File: config.mk
export PLATFORM = sky130hd
export DESIGN_NAME = mult_issue
export DESIGN_NICKNAME = d
export VERILOG_FILES = /design/src/rtl/mult_issue.sv
export SDC_FILE = /design/constraint.sdc
export NUM_CORES = 1
export LEC_CHECK = 0
export CORE_MARGIN = 3
export CORE_UTILIZATION = 52
export DETAILED_ROUTE_END_ITERATION = 16
export GPL_TIMING_DRIVEN = 0
export PLACE_DENSITY_LB_ADDON = 0.05
export SYNTH_ARGS = -nofsm -noshare
export SYNTH_HDL_FRONTEND = slang
export SYNTH_SLANG_ARGS = --single-unit
File: constraint.sdc
create_clock -name clk -period 5.85 [get_ports clk]
set_input_delay 1.17 -clock clk [delete_from_list [all_inputs] [get_ports clk]]
set_output_delay 1.17 -clock clk [all_outputs]
set_load 0.005 [all_outputs]
File: src/rtl/mult_issue.sv
// mult_issue: operand FIFO + issue sequencer in front of the sequential
// multiplier `mult`; captures its product into a valid/ready output register.
//
// Ports:
//   clk, rst                  clock, async active-high reset
//   in_valid/in_ready         operand pair handshake (in_multiplicand, in_multiplier)
//   out_valid/out_ready       product handshake (out_result, 2*WIDTH bits)
//   mult_multiplicand/_multiplier/_enable -> mult ; mult_done/_result <- mult
//   busy                      state not IDLE or FIFO non-empty
//   timeout_err               sticky: an operation was dropped by the watchdog
module mult_issue #(
  parameter int WIDTH   = 32,
  parameter int DEPTH   = 4,
  parameter int TIMEOUT = 127
) (
  input  logic               clk,
  input  logic               rst,
  input  logic               in_valid,
  output logic               in_ready,
  input  logic [WIDTH-1:0]   in_multiplicand,
  input  logic [WIDTH-1:0]   in_multiplier,
  output logic               out_valid,
  input  logic               out_ready,
  output logic [2*WIDTH-1:0] out_result,
  output logic [WIDTH-1:0]   mult_multiplicand,
  output logic [WIDTH-1:0]   mult_multiplier,
  output logic               mult_enable,
  input  logic               mult_done,
  input  logic [2*WIDTH-1:0] mult_result,
  output logic               busy,
  output logic               timeout_err
);

  localparam int AW = $clog2(DEPTH);
  localparam int CW = AW + 1;
  localparam int TW = $clog2(TIMEOUT + 1);

  typedef enum logic [1:0] {IDLE, ISSUE, WAIT} state_t;

  state_t state_q, state_d;

  logic [WIDTH-1:0]   fa_q [DEPTH];
  logic [WIDTH-1:0]   fb_q [DEPTH];
  logic [AW-1:0]      wr_q, wr_d;
  logic [AW-1:0]      rd_q, rd_d;
  logic [CW-1:0]      cnt_q, cnt_d;
  logic [TW-1:0]      wd_q, wd_d;
  logic [WIDTH-1:0]   opa_q, opa_d;
  logic [WIDTH-1:0]   opb_q, opb_d;
  logic [2*WIDTH-1:0] res_q, res_d;
  logic               ov_q, ov_d;
  logic               terr_q, terr_d;

  logic push, pop, empty, start, in_wait, wd_hit;

  // in_ready looks only at the count, so a same-cycle pop never
  // opens a slot while full.
  assign in_ready = (cnt_q < CW'(DEPTH));
  assign push     = in_valid && in_ready;
  assign empty    = (cnt_q == '0);
  assign in_wait  = (state_q == WAIT);
  // wd_q counts completed WAIT cycles; this is the TIMEOUT-th one.
  assign wd_hit   = (wd_q == TW'(TIMEOUT - 1));
  assign pop      = in_wait && (mult_done || wd_hit);
  // Only start when the output register is free or being drained now.
  assign start    = (state_q == IDLE) && !empty && (!ov_q || out_ready);

  // State register
  always_ff @(posedge clk or posedge rst) begin
    if (rst) state_q <= IDLE;
    else     state_q <= state_d;
  end

  // Next-state logic
  always_comb begin
    state_d = state_q;
    unique case (state_q)
      IDLE:    if (start) state_d = ISSUE;
      ISSUE:   state_d = WAIT;
      WAIT:    if (mult_done || wd_hit) state_d = IDLE;
      default: state_d = IDLE;
    endcase
  end

  // Outputs
  always_comb begin
    mult_enable       = (state_q == ISSUE);
    mult_multiplicand = opa_q;
    mult_multiplier   = opb_q;
    out_valid         = ov_q;
    out_result        = res_q;
    timeout_err       = terr_q;
    busy              = (state_q != IDLE) || !empty;
  end

  // Datapath next-state
  always_comb begin
    wr_d   = push ? wr_q + AW'(1) : wr_q;
    rd_d   = pop  ? rd_q + AW'(1) : rd_q;
    cnt_d  = cnt_q + CW'(push) - CW'(pop);
    opa_d  = start ? fa_q[rd_q] : opa_q;
    opb_d  = start ? fb_q[rd_q] : opb_q;
    wd_d   = wd_q;
    if (state_q == ISSUE) wd_d = '0;
    else if (in_wait)     wd_d = wd_q + TW'(1);
    ov_d   = ov_q && !out_ready;
    res_d  = res_q;
    if (in_wait && mult_done) begin
      ov_d  = 1'b1;
      res_d = mult_result;
    end
    // done wins over a simultaneous watchdog expiry
    terr_d = terr_q || (in_wait && !mult_done && wd_hit);
  end

  // FIFO storage needs no reset; the count qualifies it.
  always_ff @(posedge clk) begin
    if (push) begin
      fa_q[wr_q] <= in_multiplicand;
      fb_q[wr_q] <= in_multiplier;
    end
  end

  always_ff @(posedge clk or posedge rst) begin
    if (rst) begin
      wr_q   <= '0;
      rd_q   <= '0;
      cnt_q  <= '0;
      wd_q   <= '0;
      opa_q  <= '0;
      opb_q  <= '0;
      res_q  <= '0;
      ov_q   <= 1'b0;
      terr_q <= 1'b0;
    end else begin
      wr_q   <= wr_d;
      rd_q   <= rd_d;
      cnt_q  <= cnt_d;
      wd_q   <= wd_d;
      opa_q  <= opa_d;
      opb_q  <= opb_d;
      res_q  <= res_d;
      ov_q   <= ov_d;
      terr_q <= terr_d;
    end
  end

endmodule

Yosys cells after proc, flatten, opt, wreduce, memory -nomap -nowiden
Memory sizes are Yosys's and may differ from the RTL's. A register that Yosys moved wholly into a read port is not among the register bits.
Cells that the tools add are included.
- magnitude comparators: 1
- muxes and demuxes: 8
- add/subtract/negate cells: 5
- eq/ne operators: 5
- reduce and logical (&&, ||, !) cells: 21
- operators with widths (operator ; number):
    7-bit two-way mux ; 2
    1-bit logical AND ; 8
    7-bit by 1-bit adder with 7-bit output, second input constant ; 1
    7-bit == test, second input constant ; 1
    2-bit one-hot mux with 3 select lines ; 1
    2-bit by 1-bit adder with 2-bit output, second input constant ; 2
    1-bit zero test ; 4
    1-bit logical OR ; 4
    2-bit two-way mux ; 2
    2-bit nonzero test ; 2
    3-bit by 1-bit adder with 3-bit output ; 1
    3-bit zero test ; 1
    3-bit < comparator, second input constant ; 1
    1-bit two-way mux ; 3
    3-bit by 1-bit subtractor with 3-bit output ; 1
    2-bit by 1-bit == test with 1-bit output, second input constant ; 1
    2-bit == test, second input constant ; 1
    2-bit zero test ; 1
    2-bit by 1-bit inequality test with 1-bit output, second input constant ; 1
    2-bit inequality test, second input constant ; 1
    2-bit AND reduction ; 1
- memory bits (writable): 256
- output and inout port bits: 133
- logic and storage cells: 50
- memories: 2
- input bits: 133
- register bits: 82
- memory list (name ; words ; bits a word ; rd ports ; clocked after memory_dff ; wr ports ; line ; source):
    fa_q ; 4 ; 32 ; 1 ; 1 ; 1 ; 42 ; logic [WIDTH-1:0] fa_q [DEPTH];
    fb_q ; 4 ; 32 ; 1 ; 1 ; 1 ; 43 ; logic [WIDTH-1:0] fb_q [DEPTH];

Longest topological paths before layout
- depth after elaboration: 6
- depth in mapped cells: 12
- gate-level depth less buffers: 12

Least setup slack after synthesis
OpenSTA, ideal clock, no wires.
- path kind: in2reg
- start point: in in_valid
- end point: mem fa_q[0][0] (enable)
- arrival time: 3.046 ns
- stages: 3
- required time: 5.421 ns
- setup time: 0.429 ns
- path slack: 2.375 ns
- path buffers: 1
- cells stage by stage: nor2b_1 clkbuf_1 and2_1
- word-level cells in the longest chain between the ends: 3
- ends and longest elaborated chain (what ; line ; source):
    start: declaration ; 18 ; input logic in_valid,
    1-bit logical AND ; 59 ; assign push = in_valid && in_ready;
    1-bit two-way mux ; 118 ; if (push) begin
    1-bit two-way mux (not written as such) ; 119 ; fa_q[wr_q] <= in_multiplicand;
    end: declaration ; 42 ;
No other way between the ends.

Worst setup path after layout
- start point: reg state_q[1]
- end point: out busy
- word-level cells in the longest chain between the ends: 2
- ends and longest elaborated chain (what ; line ; source):
    start: declaration ; 40 ; state_t state_q, state_d;
    start signal: assignment ; 71 ; else state_q <= state_d;
    2-bit nonzero test ; 93 ; busy = (state_q != IDLE) || !empty;
    1-bit logical OR ; 93 ;
    end: declaration ; 30 ; output logic busy,
No other way between the ends.

==> run_results.csv <==
group,metric,value,unit
power_and_ir_drop,power_switching_share,26.4,%
power_and_ir_drop,p_leak,7.17,nW
logic_synthesis,synthTopCellsByArea,"edfxtp_1 51%, dfrtp_1 24%, mux2_2 9.6%",
grt,grt_use_met1,25.8,%
route,wl_per_cell,21.3,um
logic_synthesis,ys_seq_area_share,75.4,%
logic_synthesis,yosysUniqueCellTypes,40,
clock_network,clk_pin_slew_worst_paths,0.06,ns
logic_synthesis,synthArstFlopShare,36.3,%
logic_synthesis,syn-num-nets,859,
clock_network,clk-insertion-delay-late,0.52,ns
power_and_ir_drop,sequentialPowerShare,41.9,%
setup_path,start_kind,"flip-flop",
run_status,status,"finished, final reports clean",
finish,drive_gt1_share,26.3,%
timing,drv_slew,0,
logic_synthesis,synth_common_cells,"256 x edfxtp_1, 146 x dfrtp_1, 128 x mux2_2",
logic_synthesis,netlist.area_leader.share,51.1,%
power_and_ir_drop,clockPowerShare,25.1,%
clock_network,post_cts_resized,0,
setup_path,path_cells,"inv_1, ha_1, or4b_2, clkdlybuf4s50_1",
route,vias,7586,
logic_synthesis,postSynthAreaPerCell,21.1,um2
route,drt_iter0_drc,383,
grt,grtUsageMet2,33.7,%
timing,fin_crit,3.60,ns
grt,grt_start_max_net_pins,82,
hold_path,worst_hold_path_type,"flip-flop to flip-flop",
logic_synthesis,yosysMostFrequentCell,"edfxtp_1",
clock_network,post-cts-setup-buffers,0,
setup_path,critPathSlowestCell,"or4b_2",
floorplan,start_util,53.4,%
grt,grt_pass1_vias,8112,
route,viasPerCell,5.28,
placed_design,dp.cells,1362,
clock_network,cts_tree,"built",
finish,instances_no_fill,1438,
clock_network,cts_hold_buffers,0,
clock_network,htree_levels,2,
floorplan,core,28200,um2
clock_network,ctsRootBufferMaster,"clkbuf_16",
route,drc_errors,0,
floorplan,row_count,61,
flow_run,max-cap-violations,0,
grt,gr-total-overflow,0,
logic_synthesis,yosysWarningCount,0,
floorplan,die_area,31000,um2
logic_synthesis,synth_flop_cell,"edfxtp_1",
grt,antenna_found_initial,1,
floorplan,die_h,176,um
grt,grt_util_all_layers,19.9,%
finish,antenna_cells,0,
power_and_ir_drop,ir_worst_vdd,0.000316,V
timing,slew_headroom,43.5,%
logic_synthesis,synth-edff-count,256,
route,wirelength,30.7,mm
power_and_ir_drop,p_comb_share,33.0,%
finish,area_growth,30.4,%
setup_path,crit_fanout,4,
floorplan,io-pin-count,266,
logic_synthesis,yosys.area.top_type,"edfxtp_1",
timing,hold_violations,0,
timing,rsz0062_at_grt,"false",
setup_path,crit_type,"flip-flop to primary output",
logic_synthesis,syn_inst,714,
setup_path,worstSetupEndpointType,"primary output",
timing,worst_pin_slew,0.834,ns
grt,use_met3,5.46,%
route,detail-route-antenna-nets,0,
power_and_ir_drop,p_sw,2.61,mW
timing,maxClockFrequency,0.278,GHz
setup_path,cp.arrival,2.43,ns
logic_synthesis,synth_area,15000,um2
timing,timing.clock.skew,0.0221,ns
placed_design,port_buffers,265,
power_and_ir_drop,intPower,7.30,mW
grt,grt_pass1_wl,47.0,mm
placed_design,gp_congestion,0.725,
clock_network,numClockSinks,402,
finish,fin_nets,1172,
timing,fin_crit_sh,61.5,%
power_and_ir_drop,cellPowerDensity,505,nW/um2
clock_network,cts_max_path_buffers,3,
setup_path,cp.required,4.68,ns
route,drtPass1Iterations,4,
timing,tns,0,ns
clock_network,cts_buffers,41,
grt,top_usage_layer,"met2",
timing,setup_viol,0,
logic_synthesis,ys_ff_latch,402,
floorplan,die_x,176,um
setup_path,critical-path-max-stage-delay,0.67,ns
placed_design,hpwl,20.0,mm
[registers in the layout (all words and copies together) (netlist names)]
name               cells
fa_q                 128
mult_multiplicand     32
mult_multiplier       32
wd_q                   7
rd_q                   2
wr_q                   2
out_result            64
out_valid              1
fb_q                 128
cnt_q                  3
timeout_err            1
state_q                2
[layout make-up]
cell class              count  area (um2)
clock buffers              60        1170
clock inverters            16         125
well taps                 378         473
fillers                  1813        8550
plain buffers              31         201
repair buffers            270        2790
inverters                  13        56.3
flip-flops and latches    402       11300
multi-input cells         268        3450
[kinds of logic after synthesis]
| family | Yosys count | share of synthesized area, % |
|---|---|---|
| flops | 402 | 75.4 |
| xor+xnor | 5 | 0.291 |
| fa+ha+maj | 12 | 1.05 |
| buf+inv | 44 | 1.66 |
| simple gates | 36 | 1.35 |
| mux | 193 | 19.2 |
| compound gates | 22 | 0.982 |
[worst paths after layout]
| check | from | depth (start not counted) | to | slack, ns |
|---|---|---|---|---|
| max in group asynchronous | rst | 3 | mult_multiplicand[30]$_DFFE_PP0P_ | 3.93 |
| min in group asynchronous | rst | 2 | mult_multiplier[7]$_DFFE_PP0P_ | 1.11 |
| max reg2reg | wd_q[0]$_DFFE_PP0P_ | 12 | cnt_q[2]$_DFF_PP0_ | 3.37 |
| min reg2reg | timeout_err$_DFF_PP0_ | 1 | timeout_err$_DFF_PP0_ | 0.47 |
| max | state_q[1]$_DFFE_PP0P_ | 4 | busy | 2.25 |
| min | timeout_err$_DFF_PP0_ | 1 | timeout_err$_DFF_PP0_ | 0.47 |
[layer usage]
| metal | vias to the layer above | part of all wire (%) |
|---|---|---|
| met5 | - | 0.036 |
| met4 | 2 | 2.0 |
| met3 | 47 | 7.2 |
| met2 | 238 | 50 |
| met1 | 3865 | 41 |
| li1 | 3434 | - |
[cell usage in the layout (no fill, tap or decap), types with 6 or more instances in the layout]
cell             instances
clkdlybuf4s50_1        265
nand2_1                 10
clkbuf_1                24
buf_2                   12
o21ai_0                  7
mux2_2                 128
clkbuf_16               43
ha_1                    11
edfxtp_1               256
mux4_2                  64
inv_1                   12
clkinv_1                 7
dfrtp_1                146
clkinv_2                 6
[stage by stage]
| step | area, um2 | total power, mW | setup slack (ns) | util, % | hold WS [ns] |
|---|---|---|---|---|---|
| after CTS | 19600 | 10.1 | 2.21 | 69.6 | 0.473 |
| after global placement | 18200 | 7.47 | -1.88 | 64.5 | 0.458 |
| after global routing | 19600 | 10.5 | 2.15 | 69.6 | 0.499 |
| final | 19600 | 9.91 | 2.25 | 69.6 | 0.473 |
| after floorplan | 15000 | 5.92 | 0.757 | - | 0.451 |
| after detailed placement | 18300 | 7.56 | 2.34 | 65.0 | 0.460 |
[critical path: cells and delay by family (launching register included)]
family,cells,cell delay (ns)
adder cells (fa/ha/maj),1,0.22
buffers and inverters,2,0.61
AND/OR/NAND/NOR,1,0.67
flip-flops,1,0.40
[power by group through the flow]
| stage | Clock [mW] | Sequential (mW) | Combinational [mW] |
|---|---|---|---|
| floorplan | 0 | 4.20 | 1.72 |
| global placement | 0 | 4.21 | 3.26 |
| detailed placement | 0 | 4.21 | 3.34 |
| CTS | 2.56 | 4.16 | 3.35 |
| global route | 2.68 | 4.23 | 3.54 |
| finish | 2.49 | 4.15 | 3.27 |
Note: power is estimated with default switching activity, not from simulation.
